<file path="config.mk">
export PLATFORM = sky130hd
export DESIGN_NAME = updown_counter_param
export DESIGN_NICKNAME = d
export VERILOG_FILES = /design/src/rtl/updown_counter_param.sv
export SDC_FILE = /design/constraint.sdc
export NUM_CORES = 1
export LEC_CHECK = 0
export CAP_MARGIN = 5
export CORE_MARGIN = 4
export CORE_UTILIZATION = 45
export CTS_CLUSTER_SIZE = 40
export DETAILED_ROUTE_END_ITERATION = 10
export GPL_TIMING_DRIVEN = 0
export PLACE_DENSITY = 0.82
export SKIP_CTS_REPAIR_TIMING = 1
export SLEW_MARGIN = 20
export SYNTH_ARGS = -nofsm -noshare
export SYNTH_HDL_FRONTEND = slang
export SYNTH_SLANG_ARGS = --single-unit
</file>
<file path="constraint.sdc">
create_clock -name clk -period 2.6 [get_ports clk]
set_clock_uncertainty 0.15 [all_clocks]
set_input_delay 0.52 -clock clk [delete_from_list [all_inputs] [get_ports clk]]
set_output_delay 0.52 -clock clk [all_outputs]
set_load 0.01 [all_outputs]
</file>
<file path="src/rtl/updown_counter_param.sv">
// rtl/updown_counter_param.sv - press-driven parametrised up/down counter with wrap/saturate, load, clear
module updown_counter_param #(
  parameter int              WIDTH   = 16,
  parameter longint unsigned MAX_VAL = (64'd1 << WIDTH) - 64'd1,
  parameter longint unsigned STEP    = 1,
  parameter bit              WRAP_EN = 1'b0
) (
  input  logic             clk,
  input  logic             reset,
  input  logic             u,
  input  logic             d,
  input  logic             ld,
  input  logic [WIDTH-1:0] ld_val,
  input  logic             clr,
  output logic [WIDTH-1:0] c_out,
  output logic             z,
  output logic             m,
  output logic             ovf,
  output logic             busy
);

  // All bound arithmetic is done one bit wider so c_out + STEP and
  // c_out + MAX_VAL + 1 never overflow before the comparison.
  localparam logic [WIDTH:0] MAX_X      = (WIDTH+1)'(MAX_VAL);
  localparam logic [WIDTH:0] STEP_X     = (WIDTH+1)'(STEP);
  localparam logic [WIDTH:0] RANGE_X    = (WIDTH+1)'(MAX_VAL + 64'd1);
  localparam logic [WIDTH:0] DEC_WRAP_X = (WIDTH+1)'(MAX_VAL + 64'd1 - STEP);

  typedef enum logic [1:0] {
    IDLE     = 2'd0,
    INC      = 2'd1,
    DEC      = 2'd2,
    WAIT_REL = 2'd3
  } state_t;

  state_t           state_q, state_d;
  logic [WIDTH-1:0] count_q, count_d;
  logic             ovf_q, ovf_d;

  logic [WIDTH:0]   inc_sum;
  logic [WIDTH-1:0] inc_val;
  logic             inc_ovf;
  logic [WIDTH-1:0] dec_val;
  logic             dec_ovf;
  logic [WIDTH-1:0] load_val;

  // Candidate results of one up step, one down step and a clamped load.
  always_comb begin
    inc_sum = {1'b0, count_q} + STEP_X;
    inc_val = inc_sum[WIDTH-1:0];
    inc_ovf = 1'b0;
    if (inc_sum > MAX_X) begin
      inc_ovf = 1'b1;
      if (WRAP_EN) begin
        inc_val = WIDTH'(inc_sum - RANGE_X);
      end else begin
        inc_val = MAX_X[WIDTH-1:0];
      end
    end

    dec_val = WIDTH'({1'b0, count_q} - STEP_X);
    dec_ovf = 1'b0;
    if ({1'b0, count_q} < STEP_X) begin
      dec_ovf = 1'b1;
      if (WRAP_EN) begin
        dec_val = WIDTH'({1'b0, count_q} + DEC_WRAP_X);
      end else begin
        dec_val = '0;
      end
    end

    load_val = ld_val;
    if ({1'b0, ld_val} > MAX_X) begin
      load_val = MAX_X[WIDTH-1:0];
    end
  end

  // Press FSM and count update; clear overrides the count but not the state.
  always_comb begin
    state_d = state_q;
    count_d = count_q;
    ovf_d   = 1'b0;
    case (state_q)
      IDLE: begin
        if (ld) begin
          count_d = load_val;
        end else if (u && !d) begin
          state_d = INC;
        end else if (d && !u) begin
          state_d = DEC;
        end
      end
      INC: begin
        count_d = inc_val;
        ovf_d   = inc_ovf;
        state_d = WAIT_REL;
      end
      DEC: begin
        count_d = dec_val;
        ovf_d   = dec_ovf;
        state_d = WAIT_REL;
      end
      WAIT_REL: begin
        if (!u && !d) begin
          state_d = IDLE;
        end
      end
      default: state_d = IDLE;
    endcase
    if (clr) begin
      count_d = '0;
      ovf_d   = 1'b0;
    end
  end

  // State, count and ovf registers with synchronous reset.
  always_ff @(posedge clk) begin
    if (reset) begin
      state_q <= IDLE;
      count_q <= '0;
      ovf_q   <= 1'b0;
    end else begin
      state_q <= state_d;
      count_q <= count_d;
      ovf_q   <= ovf_d;
    end
  end

  assign c_out = count_q;
  assign z     = (count_q == '0);
  assign m     = (count_q == MAX_X[WIDTH-1:0]);
  assign ovf   = ovf_q;
  assign busy  = (state_q != IDLE);

endmodule
</file>
* Yosys cells after proc, flatten, opt, wreduce, memory -nomap -nowiden *
Cells that the tools add are included.

storage, ports and cells
  register bits = 19
  input port bits = 22
  output and inout port bits = 20
  logic and storage cells = 40

cells by class
  add/subtract/negate cells = 2
  magnitude comparators = 2
  eq/ne operators = 8
  mux-type cells = 12
  reduce and logical (&&, ||, !) cells = 13

operators by type and width
  operator                                                                           number
  16-bit two-way mux                                                                 3
  16-bit case mux with 3 select lines                                                1
  16-bit by 1-bit adder with 17-bit output, second input constant                    1
  17-bit by 16-bit greater-than comparator with 1-bit output, second input constant  1
  16-bit equality test, second input constant                                        1
  16-bit logical NOT                                                                 1
  16-bit by 1-bit less-than comparator with 1-bit output, second input constant      1
  16-bit by 1-bit subtractor with 16-bit output, second input constant               1
  2-bit two-way mux                                                                  4
  2-bit inequality test, second input constant                                       3
  2-bit case mux with 3 select lines                                                 1
  2-bit equality test, second input constant                                         2
  2-bit OR reduction                                                                 2
  1-bit logical AND                                                                  3
  3-bit inequality test, second input constant                                       1
  3-bit AND reduction                                                                1
  3-bit nonzero test                                                                 1
  2-bit by 1-bit equality test with 1-bit output, second input constant              1
  1-bit logical NOT                                                                  2
  2-bit logical NOT                                                                  1
  1-bit two-way mux                                                                  2
  1-bit case mux with 2 select lines                                                 1
  2-bit AND reduction                                                                1
  2-bit nonzero test                                                                 1

* Depth between registers and ports, before layout *
  depth after elaboration = 6
  depth in mapped cells = 10
  mapped depth without buffers = 8

* Least setup slack after synthesis *
Ideal clock, no wire load.

  path kind = register -> register
  start point = register count_q[0], in the netlist c_out[0]
  end point = register count_q[2], in the netlist c_out[2]
  setup time = 0.119 ns
  arrival time = 2.057 ns
  required time = 2.331 ns
  slack = 0.274 ns
  stages on the path, launching flop included = 11
  path buffers = 2
  clock period less this slack = 2.326 ns
  cell sequence = dfxtp_1 -> buf_2 -> inv_1 -> ha_1 -> nor3b_2 -> nand3_1 -> o21ai_2 -> buf_4 -> o221ai_1 -> nor3b_1 -> o21ai_1

between the ends
  longest elaborated chain between the ends = 4
  elaborated cells on any way between the ends = 7
  classes of those cells = add/sub: 2; order compare: 2; mux: 3

ends and longest elaborated chain
  element                                                     RTL line  source
  start: declaration                                          37        logic [WIDTH-1:0] count_q, count_d;
  start signal: assignment                                    124       count_q <= count_d;
  16-bit by 1-bit adder with 17-bit output                    49        inc_sum = {1'b0, count_q} + STEP_X;
  17-bit by 16-bit greater-than comparator with 1-bit output  52        if (inc_sum > MAX_X) begin
  16-bit two-way mux                                          52
  16-bit case mux with 3 select lines *                       83        case (state_q)

Mark *: on every way between the ends. The rest lies on a longest branch, timed or not.
A chain may end at the register's enable or synchronous reset.

* Worst setup path after layout *
  start point = register count_q[5], in the netlist c_out[5]
  end point = output port m

between the ends
  longest elaborated chain between the ends = 1

ends and longest elaborated chain
  element               RTL line  source
  16-bit equality test  131       assign m = (count_q == MAX_X[WIDTH-1:0]);
  end: declaration      17        output logic m,

Every way passes these cells.

==> flow_metrics.tcl <==
set metrics [dict create \
    setup_viol 0 \
    cp_max_fo 10 \
    routedWlPerCell_um 19.0 \
    final_common_cell "clkdlybuf4s50_1" \
    netlist_area_sq_um 2160 \
    coreArea_sq_um 4500 \
    async_reset_ff_share_pct 0 \
    drtAntennaViolNets 0 \
    num_antenna_cells 0 \
    first_iter_violations 248 \
    worst_setup_path_end_kind "output pin" \
    critPathTopFamily "simple AND/OR/NAND/NOR gates" \
    grt_max_degree 11 \
    final_cell_count_no_fill 409 \
    synthTopCellsByArea "dfxtp_1 18%, ha_1 6.4%, nand2_1 6.2%" \
    track_usage_pct 25.5 \
    power_density_nw_per_um2 1110 \
    clk_pin_slew_worst_paths_ns 0.07 \
    fin_nets 391 \
    grt_pass1_wl_um 12400 \
    rows 24 \
    yosys.area.top_type "dfxtp_1" \
    final_cell_mix "39 x clkdlybuf4s50_1, 36 x nand2_1, 22 x a21oi_1, 20 x o21ai_0, 18 x dfxtp_1" \
    remaining_drc_errors 0 \
    routed-via-count 2659 \
    status "complete, no violations" \
    dieHeight_um 77.4 \
    synth_fp_nets 336 \
    hold_depth 2 \
    worstHoldEndpoint "state_q[0]$_SDFFE_PP0P_" \
    final_layout_size_suffix_gt1_share_pct 18.2 \
    maxCapViolations 0 \
    grt_setup_unrepaired "yes" \
    drv_slew 0 \
    arrival_ns 1.88 \
    antenna_found_initial 0 \
    clk_latency_ns 0.27 \
    synth_top_flop_cell "dfxtp_1" \
    r2r-start "c_out[2]$_SDFFE_PP0P_" \
    yosysTopAreaCellShare_pct 17.6 \
    dieArea_sq_um 5980 \
    chipWidth_um 77.4 \
    dp.cells 396 \
    firstDrtPassIters 5 \
    ir_drop_v 0.000853 \
    hold_path_class "flip-flop to flip-flop" \
    synth.distinct_cells 65 \
    grt-ovfl-total 0 \
    h-tree-depth 1 \
    rr_endpoint "c_out[5]$_SDFFE_PP0P_" \
    cts_tree "done" \
    ys_ff_latch 19 \
    hold_viol_final 0 \
    worst_setup_path_start_kind "flip-flop" \
    cp.buffers_inverters 2 \
    timing.final.ws_setup_ns 0.0509 \
    viasPerCell 6.50 \
    fmax_ghz 0.392 \
    timing_worst_setup_path_type "flip-flop to output pin" \
    syn2layout_area_growth_pct 32.4 \
    cts_buffer_depth 2 \
    r2r_slack_ns 0.10 \
    max_slew.worst_pin.slew_ns 0.627 \
    synth_edf_count 0 \
    finalCritPeriodShare_pct 98.0 \
    post-place-ws_ns -0.396 \
    start_util_pct 48.1 \
    fin_crit_ns 2.55 \
    synth-seq-area-share_pct 17.6 \
    numPortBuffers 41 \
    synth_warnings 0 \
    hpwl_um 5460 \
    avgSynthCellArea_sq_um 7.14 \
    slowest_stage "dfxtp_1" \
    ff2ff_path_depth 7 \
    cts_root_buf "clkbuf_8" \
    place_congestion 0.993 \
    slowest_delay_ns 0.36 \
    synthCells 303 \
    slew_headroom_pct 58.2 \
    cts_sinks 19 \
    cts_buffers 3 \
    p_leak_nw 1.12 \
    io_pins 42 \
    routed_wl_um 7790 \
    grt_pass1_vias 2428 \
    required_ns 1.93 \
    worstPathCellList "clkbuf_4, nand4_1, nor3_4, nor4b_4, dlymetal6s2s_1" \
    fillers 414 \
    hp-start "state_q[0]$_SDFFE_PP0P_" \
]
synth_stat cells, types with 5 or more instances:
cell type and number:
o221ai_1 5, nor3_1 12, nand3_1 9, nor2_1 14
buf_2 10, a22oi_1 6, ha_1 11, inv_1 13
and3_1 5, o21ai_0 20, a31oi_1 6, a21oi_1 22
dfxtp_1 19, nand4_1 7, o21ai_1 10, or2_2 7
nor4_1 6, clkbuf_1 17, nand2_1 36
report_power, final:
part	internal [mW]	switching (mW)
sequential	0.370	0.0967
clock	0.109	0.113
combinational	1.01	1.46
routing by layer:
layer / track usage, % / vias up / share of wire, %
li1: - / 1242 / -
met3: 4.05 / 18 / 7.0
met4: 8.54 / 0 / 1.9
met1: 35.0 / 1265 / 45
met2: 40.8 / 134 / 46
met5: 0 / - / 0
how the worst max path moves through the flow:
stage | cells past startpoint | endpoint | slack [ns] | start
2_1_floorplan | 10 | c_out[2]$_SDFFE_PP0P_ | 0.27 | c_out[0]$_SDFFE_PP0P_
3_3_place_gp | 6 | m | -0.35 | c_out[1]$_SDFFE_PP0P_
3_5_place_dp | 9 | c_out[5]$_SDFFE_PP0P_ | -0.40 | state_q[0]$_SDFFE_PP0P_
4_1_cts | 6 | m | -0.68 | c_out[1]$_SDFFE_PP0P_
5_1_grt | 5 | m | -0.04 | c_out[5]$_SDFFE_PP0P_
6_report | 5 | m | 0.05 | c_out[5]$_SDFFE_PP0P_
flip-flops by register name, indices dropped and copies added (netlist names):
register  count
ovf           1
c_out        16
state_q       2
per-stage QoR:
stage                     utilization [%]  hold slack (ns)  TNS (ns)  area (sq um)  power [mW]
final                                63.6            0.404         0          2870        3.17
after detailed placement             58.6            0.400     -4.65          2640        2.63
after global placement               58.6            0.383     -4.40          2640        2.63
after CTS                            59.6            0.412     -5.78          2690        2.87
after global routing                 63.6            0.475   -0.0642          2870        3.39
after floorplan                         -            0.355         0          2160        1.91
cell type report:
class / count / area [sq um] / share of cell area, %
Multi-Input combinational cell: 239 / 1660 / 58.0
Timing Repair Buffer: 54 / 513 / 17.9
Sequential cell: 19 / 382 / 13.3
Buffer: 27 / 146 / 5.11
Tap cell: 52 / 65.1 / 2.27
Inverter: 14 / 52.6 / 1.83
Clock buffer: 4 / 45.0 / 1.57
worst min-delay path, cell delays in order, from the launching register on:
cell and delay [ns]:
dfxtp_1 0.35, nor2_1 0.11, a211oi_1 0.05
logic make-up (layout without fill, tap and decap cells):
family	count (synthesis)	after routing	synth area share (%)
AND/OR/NAND/NOR	122	122	33.0
adder cells (fa/ha/maj)	11	11	6.36
multiplexers	3	3	1.45
flip-flops	19	19	17.6
XOR/XNOR	5	5	2.02
AO/OA/AOI/OAI	98	98	30.3
buffers and inverters	45	99	9.25
(Power assumes the default switching activity.)
==> RTL edit 1, RTL diff (same flow settings) <==
The parameter `WRAP_EN` goes from 1'b0 to 1'b1.
--- a/src/rtl/updown_counter_param.sv
+++ b/src/rtl/updown_counter_param.sv
@@ -4,5 +4,5 @@
   parameter longint unsigned MAX_VAL = (64'd1 << WIDTH) - 64'd1,
   parameter longint unsigned STEP    = 1,
-  parameter bit              WRAP_EN = 1'b0
+  parameter bit              WRAP_EN = 1'b1
 ) (
   input  logic             clk,
Formal check against the unedited RTL: not equivalent (a bounded check fails within 4 cycles, from zero or initial values and one cycle with reset high).
==> RTL edit 1 against the unedited design <==
Total power fell by 6.7%. Global-route usage shrank 0.47 points. Setup slack improved by 0.048 ns. Routed wire length fell by 12%. Critical path depth down 1. Final area is 7.7% lower. Count of clock-buffer cells in the layout unchanged. Area after synthesis fell by 8.0%. First-iteration DRC count up 66%. Worst hold slack is essentially flat. Sequential cell count did not move.
==> RTL edit 1: results (changes against the unedited design) <==
Pwr
  • LEAKAGE: 0.931 nW (-17%)
  • Worst VDD drop: 978 µV (+15%)

Logic synthesis
  • Most frequent cells after synthesis: a21oi_1 (26), nor2_1 (25), clkbuf_1 (23)
  • Sequential area share after synthesis: 19.1% (+1.5 points)
  • Syn_nets: 315 (-6.3%)
  • Cells after Synth: 283 (-6.6%)
  • Synth area leaders: dfxtp_1 (19%), a21oi_1 (6.5%), ha_1 (6.3%)
  • Number of distinct library cells after synthesis: 57 (-12%)

GRT
  • Total track usage: 25.1% (-0.47 points)
  • Met1 usage: 35.5% (+0.43 points)
  • Global-route wire length before repair: 10.8 mm (-13%)
  • Vias in the first global route: 2179 (-10%)

Placed design
  • Post-DP Area: 0.00246 mm² (-6.7%)
  • Placer Congestion: 0.957 (-3.6%)
  • Placed insts: 374 (-5.6%)
  • Setup WS pre-CTS: -0.333 ns (+0.0627 ns)

Layout
  • Number of multi-input logic gates: 227 (-5.0%)
  • Inverters: 10 (-4)
  • Layout cells sized above 1: 14.9% (-3.3 points)
  • Non-clk buf share: 21.6% (-1.4 points)
  • Post-layout nets: 362 (-7.4%)
  • Filler cell count: 398 (-3.9%)
  • Seq Cell Count: 19 (unchanged)

Setup path
  • Worst-path fanout max: 11 (+1)

Routing
  • Vias/cell: 6.63 (+2.0%)
  • DRT iter0 DRCs: 411 (+66%)
  • WL/cell: 18.2 µm (-4.7%)

Status
  • Status: complete, no violations
[RTL edit 1: changes by cell type after synthesis, moves of 6 or more]
cell      change
buf_2         -7
o21ai_1      -10
a211oi_1      +6
clkbuf_1      +6
nand2_1      -16
nor2_1       +11
[RTL edit 1: kinds of logic (layout without fill, tap and decap cells)]
logic type,count (synthesis),after routing,synth area share [%]
adders and majority gates,10,10,6.29
DFF,19,19,19.1
and+or+nand+nor,114,114,31.7
xor gates and xnor gates,4,4,1.76
buffers and inverters,37,83,7.35
muxes,6,6,3.14
AOI/OAI and AO/OA,93,93,30.7
[RTL edit 1: path summary, 6_finish.rpt]
path              slack (ns)          to       start  cells after the start
hold / removal          0.40  state_q[0]  state_q[0]                      2
hold reg to reg         0.40  state_q[0]  state_q[0]                      2
setup reg to reg        0.13         ovf  state_q[0]                      7
setup / recovery         0.1           z    c_out[5]                      4
[RTL edit 1: power breakdown]
part           switching (mW)  internal, mW
logic                    1.33         0.903
clock network           0.115         0.110
registers               0.123         0.375
==> RTL edit 2, RTL diff (same settings) <==
Without the edit above. Encoding of `state_t`: now Gray code (2 bits for 4 states).
--- a/src/rtl/updown_counter_param.sv
+++ b/src/rtl/updown_counter_param.sv
@@ -28,8 +28,8 @@
 
   typedef enum logic [1:0] {
-    IDLE     = 2'd0,
-    INC      = 2'd1,
-    DEC      = 2'd2,
-    WAIT_REL = 2'd3
+    IDLE     = 2'b00,
+    INC      = 2'b01,
+    DEC      = 2'b11,
+    WAIT_REL = 2'b10
   } state_t;
 
Function: same outputs for any inputs over 10 cycles, from zero or initial values and one cycle with reset high; not proved beyond that.
==> RTL edit 2 against the unedited design <==
The flow now finishes with violations (setup timing). Count of clock-buffer cells in the layout fell by 1. Sequential cell count is the same. Area after synthesis decreased by 8.5%. Routed wire length fell by 12%. Core utilization is 1.2 points higher. Setup slack lost 0.21 ns. Final area down 6.9%. Global-route usage is 2.1 points lower. Highest routed layer unchanged.
Power is not compared: it rests on default switching activity, and its combinational part moved more than twofold at a synthesized area within 25%.
==> RTL edit 2: results (changes against the unedited design) <==
Setup path
  • R2r startpoint: c_out[0]
  • CP Data Arrival Time: 2.09 ns (+0.21 ns)
  • Flop-to-flop setup slack: -0.12 ns (-0.22 ns)
  • Reg2Reg Depth: 9 (+2)
  • Reg2reg end: c_out[10]
  • Worst path max stage delay: 0.44 ns (+0.08 ns)
  • Worst-path fanout max: 7 (-3)

Placed design
  • Detailed placement HPWL: 4.66 mm (-15%)
  • Placer Congestion: 0.941 (-5.3%)
  • Placed insts: 372 (-6.1%)
  • Setup WS pre-CTS: -0.698 ns (-0.302 ns)

Min path
  • Hold path start: c_out[11]
  • Worst hold-check path type: reg2reg
  • Hold Crit Endpoint: c_out[11]
  • Hold Crit Depth: 2 (unchanged)

GRT
  • Largest net degree at the start of global routing: 12 (+1)
  • Total track usage: 23.4% (-2.1 points)
  • Vias in the first global route: 2127 (-12%)
  • Global-route wire length before repair: 10.1 mm (-19%)

Routing
  • Vias/cell: 6.48 (-0.40%)
  • Routed length on met1: 2.68 mm (-23%)
  • DRT iter0 DRCs: 414 (+67%)
  • Routed length on met2: 3.32 mm (-7.8%)
  • Number of iterations in the first detailed-routing pass: 4 (-1)
  • WL/cell: 17.9 µm (-6.2%)
  • Vias post-DR: 2480 (-6.7%)
  • Met3 WL: 671 µm (+23%)

Logic synthesis
  • Sequential area share after synthesis: 19.2% (+1.6 points)
  • EDFF count, synth: 0 (unchanged)
  • Top_reg_cell synth: dfxtp_1
  • Number of distinct library cells after synthesis: 57 (-12%)
  • Syn_nets: 309 (-8.0%)
  • Synth area leaders: dfxtp_1 (19%), a21oi_1 (7.6%), o21ai_0 (6.3%)
  • Syn avg cell area: 7.05 µm² (-1.3%)
  • Most frequent cells after synthesis: a21oi_1 (30), nor2_1 (25), o21ai_0 (25)

STA
  • Final setup fails: 13 (+13)
  • Final worst slack: -0.160 ns (-0.211 ns)
  • Worst relative slew slack: 39.2% (-19 points)

Status
  • Status: finished with violations
  • Failing checks: setup timing

Layout
  • Filler cell count: 367 (-11%)
  • Post-layout nets: 362 (-7.4%)

Clock tree
  • Root buf cell: clkbuf_8
  • Reg clk slew, reported paths: 0.09 ns (+0.02 ns)
[RTL edit 2: worst max-delay path by stage]
stage	startpoint	to
2_1_floorplan	c_out[0]	m
3_3_place_gp	c_out[0]	m
3_5_place_dp	c_out[0]	m
4_1_cts	c_out[0]	m
5_1_grt	c_out[0]	m
6_report	c_out[0]	m
[RTL edit 2: area by class of cell]
class                      count  area, µm²  area share (%)
multi-input combinational    227       1530            57.1
timing repair buffer          49        475            17.8
sequential                    19        388            14.5
buffer                        24        130            4.88
tap                           50       62.6            2.34
clock buffer                   3       41.3            1.55
inverter                      10       41.3            1.55
clock inverter                 1       5.00           0.188
[RTL edit 2: metrics by stage]
step	hold slack, ns	utilization [%]	area, µm²
6_report	0.550	64.9	2670
5_1_grt	0.598	64.9	2670
4_1_cts	0.519	60.7	2500
3_5_place_dp	0.502	59.6	2450
3_3_place_gp	0.491	59.6	2450
2_1_floorplan	0.439	-	1980
[RTL edit 2: per-layer routing]
metal	track usage (%)	vias to the layer above
li1	-	1137
met1	30.6	1162
met2	37.5	158
met3	4.05	23
met4	10.9	0
met5	0	-
[RTL edit 2: cells by family (layout without fill, tap and decap cells)]
logic type | Yosys count | count (layout) | share of synthesized area (%)
xor gates and xnor gates | 15 | 15 | 6.63
muxes | 2 | 2 | 1.01
and+or+nand+nor | 119 | 119 | 34.6
buffers and inverters | 35 | 87 | 7.83
adders and majority gates | 6 | 6 | 3.79
AOI/OAI and AO/OA | 85 | 85 | 27.0
DFF | 19 | 19 | 19.2
[RTL edit 2: worst reg2reg max path, cell delays in order, from the launching register on]
cell and delay (ns):
dfxtp_4 0.40, clkbuf_4 0.22, inv_1 0.11, ha_1 0.35, nor2b_1 0.16, nand4_1 0.14
or4_4 0.45, o31ai_4 0.30, nand2_4 0.15, a21oi_1 0.20
[RTL edit 2: power by group through the flow]
stage,clock network [mW],logic [mW],registers (mW)
floorplan,0,0.262,0.338
global placement,0,0.401,0.335
detailed placement,0,0.408,0.335
CTS,0.232,0.411,0.328
global route,0.245,0.493,0.334
finish,0.232,0.459,0.332
